[config.mk]
export PLATFORM = sky130hd
export DESIGN_NAME = mem_read_arbiter_flat
export DESIGN_NICKNAME = d
export VERILOG_FILES = /design/src/rtl/mem_read_arbiter_pkg.sv /design/src/rtl/mem_read_arbiter_if.sv /design/src/rtl/mem_read_arbiter_rr_arbiter2.sv /design/src/rtl/mem_read_arbiter.sv /design/src/flat_wrapper.sv
export SDC_FILE = /design/constraint.sdc
export NUM_CORES = 1
export LEC_CHECK = 0
export CAP_MARGIN = 40
export CORE_MARGIN = 1
export CORE_UTILIZATION = 26
export DETAILED_ROUTE_END_ITERATION = 10
export PLACE_DENSITY = 0.66
export SYNTH_ARGS = -nofsm -noshare
export SYNTH_HDL_FRONTEND = slang
export SYNTH_SLANG_ARGS = --single-unit
[constraint.sdc]
create_clock -name ACLK -period 4.5 [get_ports ACLK]
set_input_delay 0.9 -clock ACLK [delete_from_list [all_inputs] [get_ports ACLK]]
set_output_delay 0.9 -clock ACLK [all_outputs]
set_load 0.005 [all_outputs]
[src/rtl/mem_read_arbiter_pkg.sv]
// Shared types and constants for the IF/LS memory read arbiter.
// Provides FSM state, grant encoding and AXI protection/response codes.
package mem_arb_pkg;

  typedef enum logic [1:0] {
    IDLE = 2'd0,
    ADDR = 2'd1,
    DATA = 2'd2,
    RESP = 2'd3
  } state_e;

  typedef enum logic {
    GNT_IF = 1'b0,
    GNT_LS = 1'b1
  } grant_e;

  localparam logic [2:0] PROT_INSTR = 3'b100;
  localparam logic [2:0] PROT_DATA  = 3'b000;
  localparam logic [1:0] RESP_OKAY  = 2'b00;

endpackage

[src/rtl/mem_read_arbiter_if.sv]
// AXI-style read channel (AR + R) between the arbiter and memory.
// master: arbiter side (drives AR*, RREADY); slave: memory side.
interface mem_read_arbiter_if #(
  parameter int unsigned ADDR_W = 32,
  parameter int unsigned DATA_W = 64
);

  logic              ARVALID;
  logic              ARREADY;
  logic [ADDR_W-1:0] ARADDR;
  logic [2:0]        ARPROT;
  logic              RVALID;
  logic              RREADY;
  logic              RLAST;
  logic [DATA_W-1:0] RDATA;
  logic [1:0]        RRESP;

  modport master (
    output ARVALID, ARADDR, ARPROT, RREADY,
    input  ARREADY, RVALID, RLAST, RDATA, RRESP
  );

  modport slave (
    input  ARVALID, ARADDR, ARPROT, RREADY,
    output ARREADY, RVALID, RLAST, RDATA, RRESP
  );

endinterface

[src/rtl/mem_read_arbiter_rr_arbiter2.sv]
// Two-requester arbiter (IF vs LS), fixed-LS or round-robin mode.
// Ports: clk, rst_n, req_if, req_ls, upd (commit grant), gnt.
module rr_arbiter2
  import mem_arb_pkg::*;
#(
  parameter int unsigned FIXED_PRIO = 1
) (
  input  logic   clk,
  input  logic   rst_n,
  input  logic   req_if,
  input  logic   req_ls,
  input  logic   upd,
  output grant_e gnt
);

  grant_e last_q;
  grant_e last_d;

  always_comb begin
    gnt    = GNT_LS;
    last_d = last_q;
    if (req_if && !req_ls) begin
      gnt = GNT_IF;
    end else if (req_ls && !req_if) begin
      gnt = GNT_LS;
    end else if (FIXED_PRIO != 0) begin
      gnt = GNT_LS;
    end else begin
      // Collision: favour whoever did not win last time.
      gnt = (last_q == GNT_IF) ? GNT_LS : GNT_IF;
    end
    if (upd) begin
      last_d = gnt;
    end
  end

  always_ff @(posedge clk) begin
    if (!rst_n) begin
      last_q <= GNT_IF;
    end else begin
      last_q <= last_d;
    end
  end

endmodule

[src/rtl/mem_read_arbiter.sv]
// Serialises IF and LS level read requests onto one AXI read port.
// Ports: ACLK/ARESETn, if_* and ls_* requester sides, axi master.
module mem_read_arbiter
  import mem_arb_pkg::*;
#(
  parameter int unsigned ADDR_W     = 32,
  parameter int unsigned DATA_W     = 64,
  parameter int unsigned FIXED_PRIO = 1
) (
  input  logic              ACLK,
  input  logic              ARESETn,
  input  logic              if_en,
  input  logic [ADDR_W-1:0] if_addr,
  output logic              if_valid,
  output logic [DATA_W-1:0] if_rdata,
  output logic              if_err,
  input  logic              ls_en,
  input  logic [ADDR_W-1:0] ls_addr,
  output logic              ls_valid,
  output logic [DATA_W-1:0] ls_rdata,
  output logic              ls_err,
  mem_read_arbiter_if.master axi
);

  state_e            state_q, state_d;
  grant_e            gnt_q, gnt_d;
  logic              arvalid_q, arvalid_d;
  logic [ADDR_W-1:0] araddr_q, araddr_d;
  logic [2:0]        arprot_q, arprot_d;
  logic              rready_q, rready_d;
  logic              sticky_q, sticky_d;
  logic              if_valid_q, if_valid_d;
  logic [DATA_W-1:0] if_rdata_q, if_rdata_d;
  logic              if_err_q, if_err_d;
  logic              ls_valid_q, ls_valid_d;
  logic [DATA_W-1:0] ls_rdata_q, ls_rdata_d;
  logic              ls_err_q, ls_err_d;

  logic   arb_upd;
  grant_e arb_gnt;
  logic   beat_err;
  logic   fin_err;

  rr_arbiter2 #(
    .FIXED_PRIO(FIXED_PRIO)
  ) u_arb (
    .clk   (ACLK),
    .rst_n (ARESETn),
    .req_if(if_en),
    .req_ls(ls_en),
    .upd   (arb_upd),
    .gnt   (arb_gnt)
  );

  always_comb begin
    state_d    = state_q;
    gnt_d      = gnt_q;
    arvalid_d  = arvalid_q;
    araddr_d   = araddr_q;
    arprot_d   = arprot_q;
    rready_d   = rready_q;
    sticky_d   = sticky_q;
    if_valid_d = 1'b0;
    if_rdata_d = if_rdata_q;
    if_err_d   = if_err_q;
    ls_valid_d = 1'b0;
    ls_rdata_d = ls_rdata_q;
    ls_err_d   = ls_err_q;
    arb_upd    = 1'b0;
    beat_err   = (axi.RRESP != RESP_OKAY);
    fin_err    = sticky_q | beat_err;

    unique case (state_q)
      IDLE: begin
        if (if_en || ls_en) begin
          arb_upd   = 1'b1;
          gnt_d     = arb_gnt;
          arvalid_d = 1'b1;
          state_d   = ADDR;
          if (arb_gnt == GNT_LS) begin
            araddr_d = ls_addr;
            arprot_d = PROT_DATA;
          end else begin
            araddr_d = if_addr;
            arprot_d = PROT_INSTR;
          end
        end
      end
      ADDR: begin
        if (axi.ARREADY) begin
          arvalid_d = 1'b0;
          rready_d  = 1'b1;
          state_d   = DATA;
        end
      end
      DATA: begin
        if (axi.RVALID) begin
          if (gnt_q == GNT_LS) begin
            ls_rdata_d = axi.RDATA;
          end else begin
            if_rdata_d = axi.RDATA;
          end
          if (axi.RLAST) begin
            // Error and valid are registered here so they
            // appear together during RESP.
            rready_d = 1'b0;
            sticky_d = 1'b0;
            state_d  = RESP;
            if (gnt_q == GNT_LS) begin
              ls_valid_d = 1'b1;
              ls_err_d   = fin_err;
            end else begin
              if_valid_d = 1'b1;
              if_err_d   = fin_err;
            end
          end else begin
            sticky_d = fin_err;
          end
        end
      end
      RESP: begin
        state_d = IDLE;
      end
    endcase
  end

  always_ff @(posedge ACLK) begin
    if (!ARESETn) begin
      state_q    <= IDLE;
      gnt_q      <= GNT_IF;
      arvalid_q  <= 1'b0;
      araddr_q   <= '0;
      arprot_q   <= '0;
      rready_q   <= 1'b0;
      sticky_q   <= 1'b0;
      if_valid_q <= 1'b0;
      if_rdata_q <= '0;
      if_err_q   <= 1'b0;
      ls_valid_q <= 1'b0;
      ls_rdata_q <= '0;
      ls_err_q   <= 1'b0;
    end else begin
      state_q    <= state_d;
      gnt_q      <= gnt_d;
      arvalid_q  <= arvalid_d;
      araddr_q   <= araddr_d;
      arprot_q   <= arprot_d;
      rready_q   <= rready_d;
      sticky_q   <= sticky_d;
      if_valid_q <= if_valid_d;
      if_rdata_q <= if_rdata_d;
      if_err_q   <= if_err_d;
      ls_valid_q <= ls_valid_d;
      ls_rdata_q <= ls_rdata_d;
      ls_err_q   <= ls_err_d;
    end
  end

  assign axi.ARVALID = arvalid_q;
  assign axi.ARADDR  = araddr_q;
  assign axi.ARPROT  = arprot_q;
  assign axi.RREADY  = rready_q;
  assign if_valid    = if_valid_q;
  assign if_rdata    = if_rdata_q;
  assign if_err      = if_err_q;
  assign ls_valid    = ls_valid_q;
  assign ls_rdata    = ls_rdata_q;
  assign ls_err      = ls_err_q;

endmodule

[src/flat_wrapper.sv]
// flat-port wrapper written by rule: the top's interface ports become plain ports
module mem_read_arbiter_flat import mem_arb_pkg::*;
#(
  parameter int unsigned ADDR_W     = 32,
  parameter int unsigned DATA_W     = 64,
  parameter int unsigned FIXED_PRIO = 1
)
  (ACLK, ARESETn, if_en, if_addr, if_valid, if_rdata, if_err, ls_en, ls_addr, ls_valid, ls_rdata, ls_err, axi_ARVALID, axi_ARADDR, axi_ARPROT, axi_RREADY, axi_ARREADY, axi_RVALID, axi_RLAST, axi_RDATA, axi_RRESP);
  mem_read_arbiter_if #(.ADDR_W(ADDR_W), .DATA_W(DATA_W)) axi_i ();
  input  logic ACLK;
  input  logic ARESETn;
  input  logic if_en;
  input  logic [ADDR_W-1:0] if_addr;
  output logic if_valid;
  output logic [DATA_W-1:0] if_rdata;
  output logic if_err;
  input  logic ls_en;
  input  logic [ADDR_W-1:0] ls_addr;
  output logic ls_valid;
  output logic [DATA_W-1:0] ls_rdata;
  output logic ls_err;
  output wire logic [$bits(axi_i.ARVALID)-1:0] axi_ARVALID;
  output wire logic [$bits(axi_i.ARADDR)-1:0] axi_ARADDR;
  output wire logic [$bits(axi_i.ARPROT)-1:0] axi_ARPROT;
  output wire logic [$bits(axi_i.RREADY)-1:0] axi_RREADY;
  input wire logic [$bits(axi_i.ARREADY)-1:0] axi_ARREADY;
  input wire logic [$bits(axi_i.RVALID)-1:0] axi_RVALID;
  input wire logic [$bits(axi_i.RLAST)-1:0] axi_RLAST;
  input wire logic [$bits(axi_i.RDATA)-1:0] axi_RDATA;
  input wire logic [$bits(axi_i.RRESP)-1:0] axi_RRESP;
  assign axi_ARVALID = axi_i.ARVALID;
  assign axi_ARADDR = axi_i.ARADDR;
  assign axi_ARPROT = axi_i.ARPROT;
  assign axi_RREADY = axi_i.RREADY;
  assign axi_i.ARREADY = axi_ARREADY;
  assign axi_i.RVALID = axi_RVALID;
  assign axi_i.RLAST = axi_RLAST;
  assign axi_i.RDATA = axi_RDATA;
  assign axi_i.RRESP = axi_RRESP;
  mem_read_arbiter #(.ADDR_W(ADDR_W), .DATA_W(DATA_W), .FIXED_PRIO(FIXED_PRIO)) u_core (.ACLK(ACLK), .ARESETn(ARESETn), .if_en(if_en), .if_addr(if_addr), .if_valid(if_valid), .if_rdata(if_rdata), .if_err(if_err), .ls_en(ls_en), .ls_addr(ls_addr), .ls_valid(ls_valid), .ls_rdata(ls_rdata), .ls_err(ls_err), .axi(axi_i));
endmodule
# Word-level counts from Yosys, hierarchy flattened
# Cells that the tools add are included.
# totals
ff_bits	173
latchBits	0
mem_bits_rw	0
romBits	0
inputBits	137
memories	0
# classes
n_addsub	0
mul	0
n_div	0
order_cmp	0
n_eq_ne	7
shifts	0
mux	18
bitwise_logic	2
n_reduce_logical	17
# op_table
operator	count
32-bit two-way mux	1
4-bit AND reduction	5
1-bit two-way mux	9
3-bit AND reduction	3
2-bit two-way mux	4
2-bit one-hot mux with 4 select lines	1
2-bit inequality test, second input constant	3
2-bit nonzero test	3
2-bit equality test, second input constant	2
1-bit one-hot mux with 2 select lines	2
2-bit AND reduction	2
3-bit two-way mux	1
2-bit by 1-bit equality test with 1-bit output, second input constant	1
2-bit logical NOT	1
2-bit by 1-bit inequality test with 1-bit output, second input constant	1
1-bit logical AND	1
1-bit logical NOT	1
1-bit logical OR	1
1-bit inverter	1
1-bit OR	1

# Depth between registers and ports, before layout
# depth
word_depth	3
depth_mapped	7
mapped_depth_nobuf	5

# Modules after synthesis
# Synthesis repeated with hierarchy kept, for this count alone.
# unflattened
cells_unflattened	756
hier_area_um2	6361.1
# modules_own_cells
mod	instances	cells_each	area_per_inst_um2
mem_read_arbiter	1	755	6354.8
rr_arbiter2	1	1	6.3

# Worst setup path after synthesis
# No wires, ideal clock.
# synth_timing
path_kind	input -> register
startpoint	input port axi_RVALID
endpoint	register u_core.ls_rdata_q[48], in the netlist u_core.ls_rdata[48]
setup_time_ps	132
arrival_time_ps	1639
t_required_ps	4368
setup_slack_ps	2729
cell_stages	6
n_path_buf	3
path_cell_list	buf_4 and3_1 buf_4 buf_4 nand2_1 a21oi_1
# synth_via
elab_chain_cells	1
# synth_rtl
element	line_no	source
start: declaration	flat_wrapper.sv:27	input wire logic [$bits(axi_i.RVALID)-1:0] axi_RVALID;
3-bit AND reduction (no source line)	--	
end signal: assignment	mem_read_arbiter.sv:154	ls_rdata_q <= ls_rdata_d;
end: declaration	mem_read_arbiter.sv:36	logic [DATA_W-1:0] ls_rdata_q, ls_rdata_d;
# No other way between the ends.
# A chain may end at the register's enable or synchronous reset.

# Final worst setup path
# layout_timing
startpoint	input port axi_RVALID
endpoint	register u_core.ls_rdata_q[8], in the netlist u_core.ls_rdata[8]
# The elaborated chain is that of the path after synthesis.

==> impl_metrics.env <==
export IMPL_ant_nets=0
export IMPL_crit_type="in2reg"
export IMPL_cp_depth=5
export IMPL_reg2reg_from="u_core.state_q[0]"
export IMPL_finalHoldViolations=0
export IMPL_period_needed_ps=2532
export IMPL_hp_start="u_core.if_rdata[25]"
export IMPL_vdd_ir_drop_worst_uv=197.7
export IMPL_synthCells=797
export IMPL_clock_fmax_mhz=395.0
export IMPL_syn_area_per_cell_um2=8.086
export IMPL_track_usage_pct=16.38
export IMPL_tritoncts="built"
export IMPL_ys_warn_count=0
export IMPL_detail_route_wl_per_cell_um=14.97
export IMPL_synth_top_area_cell="dfxtp_1"
export IMPL_n_antenna_cell=0
export IMPL_setup_violations=0
export IMPL_yosys_area_share_simple_pct=21.20
export IMPL_min_to="u_core.if_rdata[25]"
export IMPL_antenna_found_initial=0
export IMPL_final_nets=1211
export IMPL_cts_setup_buffers=0
export IMPL_vias=6314
export IMPL_hpwlAfterDp_mm=14.21
export IMPL_overflow=0
export IMPL_status="completed"
export IMPL_initial_core_util_pct=26.50
export IMPL_cp_max_fo=34
export IMPL_cts_buffer_depth=2
export IMPL_p_per_area_nw_per_um2=418.0
export IMPL_grt_max_degree=78
export IMPL_drt_wl_total_mm=21.06
export IMPL_ys_seq_elements=171
export IMPL_cts_resized_gates=0
export IMPL_synth_compound_area_share_pct=19.18
export IMPL_drive_gt1_share_pct=4.894
export IMPL_worstSkewPairLatency_ps=430
export IMPL_yosys_area_share_adder_pct=0.7765
export IMPL_clock_sinks=171
export IMPL_path_clk_slew_ps=70
export IMPL_synth_xor_area_share_pct=0
export IMPL_hold_depth=2
export IMPL_cts_hold_buffers_added=0
export IMPL_required_ps=4800
export IMPL_worstPathCellList="clkdlybuf4s50_1 -> nand3_2 -> buf_4 -> nand2_1 -> a21oi_1"
export IMPL_async_flop_share_pct=0
export IMPL_maxSlewViolCount=0
export IMPL_max_slew_margin_rel_pct=48.36
export IMPL_fp_dieW_um=159.4
export IMPL_yosysSeqAreaShare_pct=53.12
export IMPL_ioPinCount=306
export IMPL_ys_flop_type="dfxtp_1"
export IMPL_crit_buf_inv=2
export IMPL_worst_slew_pin_slew_ps=773.7
export IMPL_io_buffers=303
export IMPL_clock_root_buffer="clkbuf_16"
export IMPL_timing_final_crit_share_pct=56.26
export IMPL_cp_top_family="buffers and inverters"
export IMPL_coreArea_um2=24320
export IMPL_critPathCaptureType="flop"
export IMPL_setup_slack_ps=1968
export IMPL_num_rows=57
export IMPL_p_leak_uw=0.003480
export IMPL_grt_pass1_wl_mm=33.17
export IMPL_totalPowerFinal_uw=4298
export IMPL_syn_area_um2=6445
export IMPL_finalClockSkew_ps=23.15
export IMPL_maxCapViolations=0
export IMPL_die_h_um=159.4
export IMPL_fin_tns_setup_ps=0
export IMPL_remaining_drc_errors=0
export IMPL_synth_common_cells="nand2_1 (266), dfxtp_1 (171), a21oi_1 (165)"
export IMPL_synth_edf_count=0
export IMPL_crit_arrival_ps=2830
export IMPL_gp_congestion=0.7852
export IMPL_reg2regPathDepth=6
export IMPL_area_delta_synth_final_pct=59.54
export IMPL_cts_htree_levels=4
export IMPL_synth_mux_area_share_pct=0.1553
export IMPL_grt_pass1_vias=6043
export IMPL_netlist_top_cells_area="dfxtp_1 (53%), nand2_1 (15%), a21oi_1 (13%), o21ai_0 (4.4%), or3b_1 (3.4%)"
export IMPL_timing_rr_end="u_core.ls_rdata[8]"
export IMPL_cpMaxStageDelayCell="nand3_2"
export IMPL_synth_top_area_share_pct=53.12
export IMPL_hold_slack_ps=453.3
export IMPL_hold_path_class="reg2reg"
export IMPL_drtIter0Drc=402
export IMPL_cp_slowest_stage_delay_ps=630
export IMPL_pre_cts_slack_ps=1483
export IMPL_ff2ff_setup_slack_ps=2380
export IMPL_fp_dieArea_um2=25420
export IMPL_synth_top_family_by_area="simple AND/OR/NAND/NOR gates"
export IMPL_vias_per_cell=4.488
export IMPL_drtPass1Iterations=4
export IMPL_rsz0062_at_grt="no"
export IMPL_yosysMostFrequentCell="nand2_1"
export IMPL_worstSetupStartpointType="primary input"
export IMPL_numCtsBuffers=17
export IMPL_synth_cell_type_count=38
-- where the power goes --
| part | switching [µW] | internal [µW] |
|---|---|---|
| Sequential | 100 | 1710 |
| Combinational | 459 | 562 |
| Clock | 685 | 786 |
-- cell type report --
class,count,area (µm²)
clock inverter,15,160.2
fill,2442,14040
clock buffer,17,425.4
sequential,171,3423
tap,324,405.4
timing repair buffer,317,3178
multi-input combinational,559,2673
inverter,4,17.52
-- worst max-delay path by stage --
stage               start             endpoint  slack, ps
3_5_place_dp   axi_RVALID  u_core.ls_rdata[23]       1480
5_1_grt        axi_RVALID  u_core.ls_rdata[62]       1810
4_1_cts        axi_RVALID  u_core.ls_rdata[23]       1930
2_1_floorplan  axi_RVALID  u_core.ls_rdata[48]       2730
6_report       axi_RVALID   u_core.ls_rdata[8]       1970
3_3_place_gp   axi_RVALID   u_core.ls_rdata[8]       1520
-- placed cells by master (no fill, tap or decap), drive strengths merged, types with 2 or more instances in the layout --
cell type,synthesis,layout
inv,4,10
nor2b,3,3
clkinvlp,0,3
ha,4,4
conb,1,2
clkbuf,28,17
a21oi,165,165
or4,2,2
buf,36,14
dfxtp,171,171
nand3,2,2
o22ai,5,5
or3,2,2
clkdlybuf4s50,0,303
o21ai,60,60
nor2,7,7
nand2,266,266
clkinv,0,5
or3b,27,27
-- cells by family after synthesis --
family,after synthesis
buffers and inverters,68
flip-flops,171
other,1
multiplexers,1
adder cells (fa/ha/maj),4
AND/OR/NAND/NOR,315
AO/OA/AOI/OAI,237
-- tightest hold or removal path, stage by stage, from the launching register on --
cell,delay [ps]
dfxtp_1,310
nand2_1,50
a21oi_1,50
-- metal layers --
layer / up-vias / routed length (µm) / GRT usage, %
met5: - / 0 / 0
met4: 0 / 433 / 5.726
met3: 23 / 1231 / 4.611
met2: 208 / 10020 / 26.83
met1: 2890 / 9383 / 20.53
li1: 3193 / - / -
-- metrics by stage --
stage	instance area, µm²	utilization [%]	std cells
2_1_floorplan	6449	-	798
5_1_grt	10280	42.28	1407
3_5_place_dp	9697	39.87	1375
4_1_cts	10280	42.28	1407
3_3_place_gp	9667	39.75	1373
6_report	10280	42.28	1407
-- registers in the layout (all words and copies together) (netlist names) --
register            count
u_core.axi.ARADDR      32
u_core.if_rdata        64
u_core.if_err           1
u_core.sticky_q         1
u_core.ls_valid         1
u_core.state_q          2
u_core.if_valid         1
u_core.axi.ARVALID      1
u_core.axi.ARPROT       1
u_core.ls_err           1
u_core.gnt_q            1
u_core.axi.RREADY       1
u_core.ls_rdata        64
(Power assumes the default switching activity.)
